`config.mk`:
```
export PLATFORM = sky130hd
export DESIGN_NAME = huffman_dec_controller
export DESIGN_NICKNAME = d
export VERILOG_FILES = /design/src/rtl/huffman_dec_pkg.sv /design/src/rtl/huffman_amp_decode.sv /design/src/rtl/huffman_dec_controller.sv
export SDC_FILE = /design/constraint.sdc
export NUM_CORES = 1
export LEC_CHECK = 0
export CORE_UTILIZATION = 46
export DETAILED_ROUTE_END_ITERATION = 10
export GPL_TIMING_DRIVEN = 0
export PLACE_DENSITY = 0.87
export SYNTH_ARGS = -nofsm -noshare
export SYNTH_HDL_FRONTEND = slang
export SYNTH_SLANG_ARGS = --single-unit
```
`constraint.sdc`:
```
create_clock -name clock -period 4.8 [get_ports clock]
set_input_delay 0.72 -clock clock [delete_from_list [all_inputs] [get_ports clock]]
set_output_delay 0.72 -clock clock [all_outputs]
set_load 0.01 [all_outputs]
```
`src/rtl/huffman_dec_pkg.sv`:
```
// Shared state encoding, symbol codes and widths for the Huffman decode controller.
package huffman_dec_pkg;

   typedef enum logic [1:0] {
      S_DC  = 2'd0,
      S_AC  = 2'd1,
      S_OUT = 2'd2
   } state_t;

   localparam logic [7:0] RS_EOB = 8'h00;
   localparam logic [7:0] RS_ZRL = 8'hF0;

   localparam int COEF_W    = 8;
   localparam int NUM_COEF  = 64;
   localparam int DC_PRED_W = 12;

   localparam logic [3:0] DC_SIZE_MAX = 4'd11;
   localparam logic [3:0] AC_SIZE_MAX = 4'd10;

endpackage

```
`src/rtl/huffman_amp_decode.sv`:
```
// Combinational JPEG amplitude decode: size + LSB-aligned amp bits -> 12-bit two's-complement value.
// A clear top amplitude bit marks a negative value stored as amp - (2^size - 1).
module huffman_amp_decode
   import huffman_dec_pkg::*;
(
   input  logic [3:0]           size,
   input  logic [15:0]          amp,
   output logic [DC_PRED_W-1:0] dec_val
);

   logic [DC_PRED_W-1:0] mask;
   logic [DC_PRED_W-1:0] mag;
   logic                 unused_amp_hi;

   // Legal sizes never exceed 11, so the top amplitude bits carry nothing.
   assign unused_amp_hi = ^amp[15:DC_PRED_W];

   always_comb begin
      mask = (DC_PRED_W'(1) << size) - DC_PRED_W'(1);
      mag  = amp[DC_PRED_W-1:0] & mask;
      if (size == 4'd0)
         dec_val = '0;
      else if (amp[size - 4'd1])
         dec_val = mag;
      else
         dec_val = mag - mask;
   end

endmodule

```
`src/rtl/huffman_dec_controller.sv`:
```
// Rebuilds one zigzag 8x8 block of 8-bit coefficients from parsed DC/AC Huffman symbols; one symbol per cycle,
// block_valid the cycle after the completing symbol, sym_ready low while a block is held. HUFFDEC_SAT_EN: saturate, else wrap.
module huffman_dec_controller
   import huffman_dec_pkg::*;
(
   input  logic                        clock,
   input  logic                        reset_n,
   input  logic                        sym_valid,
   output logic                        sym_ready,
   input  logic                        sym_is_dc,
   input  logic [7:0]                  sym_rs,
   input  logic [15:0]                 sym_amp,
   input  logic                        pred_clear,
   output logic                        block_valid,
   input  logic                        block_ready,
   output logic [NUM_COEF*COEF_W-1:0]  block_out,
   output logic                        block_err
);

   state_t                          state;
   state_t                          state_nxt;
   logic [6:0]                      pos;
   logic [6:0]                      pos_nxt;
   logic [6:0]                      pos_run;
   logic [3:0]                      run;
   logic [3:0]                      size;
   logic [DC_PRED_W-1:0]            dc_pred;
   logic [DC_PRED_W-1:0]            dc_base;
   logic [DC_PRED_W-1:0]            dc_new;
   logic [DC_PRED_W-1:0]            amp_val;
   logic [DC_PRED_W-1:0]            coef_val;
   logic [COEF_W-1:0]               coef_byte;
   logic [NUM_COEF-1:0][COEF_W-1:0] blk;
   logic                            blk_err;
   logic                            ready_en;
   logic                            sym_fire;
   logic                            blk_fire;
   logic                            err_set;
   logic                            wr_en;
   logic                            pred_upd;
   logic [5:0]                      wr_idx;

   assign run      = sym_rs[7:4];
   assign size     = sym_rs[3:0];
   assign sym_fire = sym_valid & sym_ready;
   assign blk_fire = block_valid & block_ready;
   assign pos_run  = pos + {3'd0, run};

   huffman_amp_decode u_amp_decode (
      .size    (size),
      .amp     (sym_amp),
      .dec_val (amp_val)
   );

   // A restart marker in the same cycle as a DC symbol zeroes the predictor before the add.
   assign dc_base  = pred_clear ? '0 : dc_pred;
   assign dc_new   = dc_base + amp_val;
   assign coef_val = (state == S_DC) ? dc_new : amp_val;

`ifdef HUFFDEC_SAT_EN
   always_comb begin
      if (!coef_val[11] && (coef_val[10:7] != 4'h0))
         coef_byte = 8'h7F;
      else if (coef_val[11] && (coef_val[10:7] != 4'hF))
         coef_byte = 8'h80;
      else
         coef_byte = coef_val[7:0];
   end
`else
   logic unused_coef_hi;
   assign unused_coef_hi = ^coef_val[11:8];
   assign coef_byte      = coef_val[7:0];
`endif

   always_ff @(posedge clock or negedge reset_n) begin
      if (!reset_n)
         state <= S_DC;
      else
         state <= state_nxt;
   end

   always_comb begin
      state_nxt = state;
      pos_nxt   = pos;
      wr_en     = 1'b0;
      wr_idx    = '0;
      err_set   = 1'b0;
      pred_upd  = 1'b0;
      case (state)
         S_DC: begin
            if (sym_fire) begin
               if (!sym_is_dc || (size > DC_SIZE_MAX)) begin
                  err_set   = 1'b1;
                  state_nxt = S_OUT;
               end else begin
                  pred_upd  = 1'b1;
                  wr_en     = 1'b1;
                  pos_nxt   = 7'd1;
                  state_nxt = S_AC;
               end
            end
         end
         S_AC: begin
            if (sym_fire) begin
               if (sym_is_dc || (size > AC_SIZE_MAX) ||
                   ((size == 4'd0) && (run != 4'd0) && (run != 4'hF))) begin
                  err_set   = 1'b1;
                  state_nxt = S_OUT;
               end else if (sym_rs == RS_EOB) begin
                  state_nxt = S_OUT;
               end else if (sym_rs == RS_ZRL) begin
                  if (pos > 7'd48) begin
                     err_set   = 1'b1;
                     state_nxt = S_OUT;
                  end else begin
                     pos_nxt = pos + 7'd16;
                     if (pos == 7'd48)
                        state_nxt = S_OUT;
                  end
               end else if (pos_run > 7'd63) begin
                  err_set   = 1'b1;
                  state_nxt = S_OUT;
               end else begin
                  wr_en   = 1'b1;
                  wr_idx  = pos_run[5:0];
                  pos_nxt = pos_run + 7'd1;
                  if (pos_run == 7'd63)
                     state_nxt = S_OUT;
               end
            end
         end
         S_OUT: begin
            if (blk_fire) begin
               pos_nxt   = 7'd0;
               state_nxt = S_DC;
            end
         end
         default: state_nxt = S_DC;
      endcase
   end

   always_comb begin
      sym_ready   = ready_en && (state != S_OUT);
      block_valid = (state == S_OUT);
   end

   assign block_out = blk;
   assign block_err = blk_err;

   always_ff @(posedge clock or negedge reset_n) begin
      if (!reset_n) begin
         pos      <= '0;
         dc_pred  <= '0;
         blk      <= '0;
         blk_err  <= 1'b0;
         ready_en <= 1'b0;
      end else begin
         ready_en <= 1'b1;
         pos      <= pos_nxt;
         if (pred_upd)
            dc_pred <= dc_new;
         else if (pred_clear)
            dc_pred <= '0;
         // The block register starts each block cleared, so skipped runs need no zero writes.
         if (blk_fire) begin
            blk     <= '0;
            blk_err <= 1'b0;
         end else begin
            if (wr_en)
               blk[wr_idx] <= coef_byte;
            if (err_set)
               blk_err <= 1'b1;
         end
      end
   end

endmodule

```
[Yosys cells after proc, flatten, opt, wreduce, memory -nomap -nowiden]
Index checks and enable logic that the tools add are counted.
Storage, ports and cells
  flip-flop bits (word level): 535
  output and inout bits: 515
  logic and storage cells: 181
Operators by class
  add/sub/neg operators: 7
  magnitude comparators: 7
  eq/ne operators: 17
  shifts and indexed selects: 1
  muxes and demuxes: 60
  bitwise operators: 3
  reductions and logical operators: 17
Operators with widths (number)
  512-bit 2-to-1 mux: 2
  512-bit bitwise mux: 1
  7-bit 2-to-1 mux: 9
  8-bit demux with 6-bit select: 1
  12-bit 2-to-1 mux: 4
  6-bit 2-to-1 mux: 6
  2-bit 2-to-1 mux: 11
  7-bit one-hot mux with 3 select lines: 1
  1-bit 2-to-1 mux: 19
  8-bit 2-to-1 mux: 2
  7-bit by 6-bit == test with 1-bit output, second input constant: 2
  7-bit by 6-bit greater-than comparator with 1-bit output, second input constant: 2
  12-bit adder: 1
  12-bit AND: 1
  2-bit inequality test, second input constant: 6
  6-bit inequality test, second input constant: 2
  1-bit by 4-bit << shifter with 12-bit output, first input constant: 1
  12-bit subtractor: 1
  12-bit by 2-bit subtractor with 12-bit output, second input constant: 1
  9-bit AND reduction: 1
  8-bit == test, second input constant: 1
  4-bit greater-than comparator, second input constant: 2
  8-bit zero test: 1
  7-bit by 1-bit adder with 7-bit output, second input constant: 1
  24 further kinds: 33

[Longest topological paths before layout]
  depth after elaboration: 15
  depth in mapped cells: 23
  gate-level depth less buffers: 19

[Hierarchy]
Synthesis repeated with hierarchy kept, for this count alone.
Second synthesis, totals
  cells, all modules: 2239
  area, all modules: 23583.9 um^2
Modules (own cells, without submodules)
  huffman_dec_controller: times used 1, cells each 2078, area an instance 22374.0 um^2
  huffman_amp_decode: times used 1, cells each 161, area an instance 1209.9 um^2

[Worst setup path after synthesis]
OpenSTA, ideal clock, no wires.
  kind: input port to flip-flop
  start: input port sym_rs[0]
  end: register blk, in the netlist block_out[351]
  setup time: 0.144 ns
  arrival time: 5.314 ns
  required time: 4.656 ns
  setup slack: -0.658 ns
  stages: 22
  buffers on the path: 4
  cell sequence: buf_2 > inv_1 > ha_1 > buf_4 > nor3b_1 > inv_1 > clkbuf_1 > ha_1 > or2_2 > ha_1 > o211ai_1 > o22ai_1 > or2_2 > ha_1 > a21oi_1 > o21ai_0 > a2111oi_0 > nor3_1 > nor3b_1 > xnor2_2 > clkbuf_1 > a31oi_1
Between the ends
  longest elaborated chain between the ends: 14
Ends and longest elaborated chain
  start: declaration: line huffman_dec_controller.sv:11  | input logic [7:0] sym_rs,
  parallel branches: the longest is 14 deep, another holds 12-bit by 2-bit subtractor with 12-bit output
  end signal: indexed assignment: line huffman_dec_controller.sv:170  | blk[wr_idx] <= coef_byte;
  end: declaration: line huffman_dec_controller.sv:33  | logic [NUM_COEF-1:0][COEF_W-1:0] blk;
Several ways; the timed one is not identified. The select of a mux whose other input is x is not followed.
A chain may end at the register's enable or synchronous reset.

[Worst setup path after layout]
  start: input port sym_rs[4]
  end: register blk, in the netlist block_out[156]
Between the ends
  longest elaborated chain between the ends: 15
Ends and longest elaborated chain
  7-bit by 4-bit adder with 7-bit output: line huffman_dec_controller.sv:47  | assign pos_run = pos + {3'd0, run};
  7-bit by 6-bit greater-than comparator with 1-bit output: line huffman_dec_controller.sv:120  | end else if (pos_run > 7'd63) begin
  6-bit 2-to-1 mux: line huffman_dec_controller.sv:120
  6-bit 2-to-1 mux: line huffman_dec_controller.sv:111  | end else if (sym_rs == RS_ZRL) begin
  6-bit 2-to-1 mux: line huffman_dec_controller.sv:109  | end else if (sym_rs == RS_EOB) begin
  6-bit 2-to-1 mux: line huffman_dec_controller.sv:105  | if (sym_is_dc || (size > AC_SIZE_MAX) ||
  6-bit 2-to-1 mux: line huffman_dec_controller.sv:104  | if (sym_fire) begin
  6-bit 2-to-1 mux: line huffman_dec_controller.sv:89  | case (state)
  6-bit by 7-bit less-than comparator with 1-bit output (not written as such) / 6-bit by 1-bit >= comparator with 1-bit output (equally long branches): line huffman_dec_controller.sv:170
  1-bit logical AND (not written as such): line huffman_dec_controller.sv:170
  8-bit 2-to-1 mux (not written as such): line huffman_dec_controller.sv:170
  8-bit demux with 6-bit select: line huffman_dec_controller.sv:170
  512-bit bitwise mux: line huffman_dec_controller.sv:170
  512-bit 2-to-1 mux: line huffman_dec_controller.sv:169  | if (wr_en)
  512-bit 2-to-1 mux: line huffman_dec_controller.sv:165  | if (blk_fire) begin
Parallel ways exist; a longest one is shown, timed or not. The select of a mux whose other input is x is not followed.

==> flow_summary.yaml <==
synthesis:
  synth_most_common_cell: "dfrtp_1"
  synth_area_leaders: "dfrtp_1 58%, nand3_1 11%, o21ai_0 9.7%"
  ys_warn_count: 0
  synth_flop_cell: "dfrtp_1"
  ys_seq_elements: 531
  yosysTopAreaCell: "dfrtp_1"
  postSynthAreaPerCell_um2: 10.03
  synthArstFlopShare_pct: 100.0
  synth_top_area_share_pct: 58.29
  synth_area_um2: 22800
  ys_seq_area_share_pct: 58.29
  syn_nets: 2329
  synth_cell_types: 71
  synth_commonest_cells: "531 x dfrtp_1, 479 x nand3_1, 444 x o21ai_0, 156 x clkbuf_1, 132 x nand2_1"
  synth_cells: 2272
  synth_edf_count: 0
timing:
  max-slew-margin-rel_pct: 12.15
  finalSetupViolations: 1
  setup_ws_ns: -0.006047
  post-route-period-util_pct: 100.1
  fin_crit_ns: 4.806
  finClkSkew_ns: 0.02304
  max_freq_mhz: 208.1
  drv_slew: 0
  rsz0062_at_grt: "no"
  final_hold_viol_count: 0
  worst_pin_slew_ns: 1.318
  fin_tns_setup_ns: -0.006047
critical_path:
  cp.required_ns: 5.27
  arrival_ns: 5.28
  crit_path_end_kind: "register"
  critical_path_class: "in -> reg"
  r2r_start: "pos[0]$_DFFE_PN0P_"
  cp-startpoint: "sym_rs[4]"
  crit_fanout: 10
  path_buf_inv: 5
  crit_slowest_cell: "clkbuf_1"
  crit_path_cell_trace: "clkdlybuf4s50_1 -> ha_1 -> inv_1 -> fa_1 -> inv_1 -> nand2_1 -> nor2_1 -> clkbuf_1 -> clkbuf_1 -> nand3_1 -> nand3_1 -> o21ai_0"
  path_delay_family: "buffers and inverters"
  cp-start-kind: "input pin"
  cpPeakStageDelay_ns: 0.87
die:
  die_h_um: 224.6
  initial_utilization_pct: 46.57
  io_pins: 545
  rows: 81
  die-area_um2: 50450
  core_area_um2: 48950
  die-width_um: 224.6
cts:
  htree_num_levels: 2
  ctsHoldBuffers: 0
  clockRootBuffer: "clkbuf_16"
  clock_sinks: 531
  cts_tree: "built"
  cts_buffers: 53
  clk_pin_slew_ns: 0.06
  cts.path.max_buffers: 3
  clk_latency_ns: 0.63
global_routing:
  grt_pass1_vias: 21950
  grt_pass1_wl_um: 142400
  grt_util_all_layers_pct: 38.19
  grt_max_degree: 124
  overflow: 0
  antenna_found_initial: 4
place:
  placed_cell_area_um2: 29350
  place_congestion: 0.9222
  place.detailed.hpwl_um: 70930
  io_buffers: 542
pwr:
  seqPwrFrac_pct: 36.7
  p_sw_share_pct: 35.66
  internal_power_mw: 7.950
  switchingPower_mw: 4.407
  leakagePower_nw: 13.37
  p_clk_share_pct: 36.7
  ir_drop_mv: 0.3036
  p_per_area_nw_per_um2: 389.2
  p_comb_share_pct: 26.5
layout:
  post-route-util_pct: 64.87
  areaGrowthSynthToFinish_pct: 39.29
  fillerInstances: 3673
  drive_gt1_share_pct: 8.407
  postLayoutCellArea_um2: 31750
  nNetsFinal: 2952
route:
  drc: 0
  wl_um: 98830
  wl_per_cell_um: 27.43
  viasPerCell: 6.249
  drtAntennaViolNets: 0
  drt-initial-drc-count: 2730
  first_pass_iters: 6
  num_vias: 22520
flow_run:
  max_cap_viol_count: 0
worst_hold_path:
  hp-class: "in -> async"
status:
  violations: "negative setup slack"
  status: "complete, but fails checks"
==> kinds of logic after synthesis <==
family | Yosys count | synth area share (%)
AO/OA/AOI/OAI | 652 | 16.04
XOR/XNOR | 23 | 0.9166
adder cells (fa/ha/maj) | 27 | 1.548
buffers and inverters | 210 | 3.666
flip-flops | 531 | 58.29
multiplexers | 61 | 2.986
other | 1 | 0.01645
AND/OR/NAND/NOR | 767 | 16.53
==> state kept, by name, indices dropped and copies added, names as in the netlist <==
name / flops
state: 2
block_out: 512
pos: 7
block_err: 1
dc_pred: 8
ready_en: 1
==> layer usage <==
metal | part of all wire [%] | wire, µm | track usage, %
met2 | 46 | 45880 | 61.00
met3 | 11 | 10650 | 10.89
met1 | 37 | 36740 | 47.34
met4 | 5.6 | 5549 | 19.53
met5 | 0.0091 | 9 | 0
==> cell type report <==
cell class	count	area [µm²]	share of cell area, %
diodes	1	2.502	0.007881
plain buffers	191	985.9	3.105
clock buffers	79	1595	5.024
clock inverters	19	294.0	0.9260
inverters	18	67.56	0.2128
multi-input cells	1531	8939	28.15
flip-flops and latches	531	13290	41.85
well taps	664	830.8	2.616
repair buffers	569	5751	18.11
==> final timing paths <==
kind	endpoint	slack, ns	depth (start not counted)
max in group asynchronous	block_out[167]$_DFFE_PN0P_	3.14	3
max	block_out[156]$_DFFE_PN0P_	-0.006	12
min in group clock	block_out[282]$_DFFE_PN0P_	0.50	2
max reg2reg	block_out[156]$_DFFE_PN0P_	0.25	11
min	block_out[361]$_DFFE_PN0P_	0.08	1
min reg2reg	block_out[282]$_DFFE_PN0P_	0.50	2
==> power groups by stage <==
stage	Clock [mW]	Sequential, mW	Combinational, mW
after floorplan	0	4.63	1.37
after global placement	0	4.63	2.76
after detailed placement	0	4.62	2.86
after CTS	4.52	4.54	3.13
after global routing	4.70	4.54	3.36
final	4.54	4.54	3.28
==> cells in the final DEF (no fill, tap or decap), types with 5 or more instances in the layout <==
| cell | n |
|---|---|
| clkdlybuf4s50_1 | 539 |
| a21oi_1 | 100 |
| clkbuf_8 | 19 |
| nand4_1 | 6 |
| nor2b_1 | 13 |
| bufinv_16 | 6 |
| o2111ai_1 | 6 |
| a311oi_2 | 16 |
| buf_6 | 6 |
| o211ai_1 | 5 |
| ha_1 | 20 |
| nor3_1 | 17 |
| and2_1 | 7 |
| or3_1 | 6 |
| nand2b_1 | 9 |
| mux2i_1 | 40 |
| nand2_1 | 131 |
| xor2_1 | 5 |
| o21ai_1 | 5 |
| nor2_1 | 43 |
| buf_4 | 18 |
| or2_2 | 5 |
| buf_1 | 10 |
| clkbuf_2 | 8 |
| and3_1 | 11 |
| nand3_1 | 477 |
| a211oi_1 | 5 |
| inv_1 | 16 |
| dfrtp_1 | 531 |
| buf_2 | 20 |
| o21ai_0 | 441 |
| clkbuf_16 | 60 |
| o21a_1 | 5 |
| nand3b_1 | 5 |
| nor4_1 | 7 |
| a31oi_1 | 18 |
| xnor2_1 | 16 |
| clkbuf_1 | 146 |
| clkinv_2 | 7 |
| mux2_2 | 13 |
==> stage by stage <==
stage | power, mW | std cells | hold WS (ns) | setup slack [ns]
6_report | 12.36 | 3603 | 0.08491 | -0.006047
5_1_grt | 12.60 | 3602 | 0.1421 | 0.0004254
4_1_cts | 12.20 | 3596 | 0.1088 | 0.04066
3_5_place_dp | 7.486 | 3485 | 0.4891 | -2.211
3_3_place_gp | 7.387 | 3478 | 0.4796 | -19.27
2_1_floorplan | 6.000 | 2272 | 0.4244 | 0.01498
==> repair_timing <==
action                                  in CTS  in global routing
buffers inserted                            14                  4
resized for setup                           51                 28
endpoints found under the setup margin     460                318
gates cloned                                 0                  1
pin swaps                                    6                 18
==> worst register-to-register path, cell delays in order, from the launching register on <==
cell and delay (ns):
dfrtp_1 0.41, ha_1 0.23, inv_1 0.09, fa_1 0.52, inv_1 0.17, nand2_1 0.09, nor2_1 0.46, clkbuf_1 0.68
clkbuf_1 0.87, nand3_1 0.57, nand3_1 0.23, o21ai_0 0.11
Power figures use the tool's default switching activity.
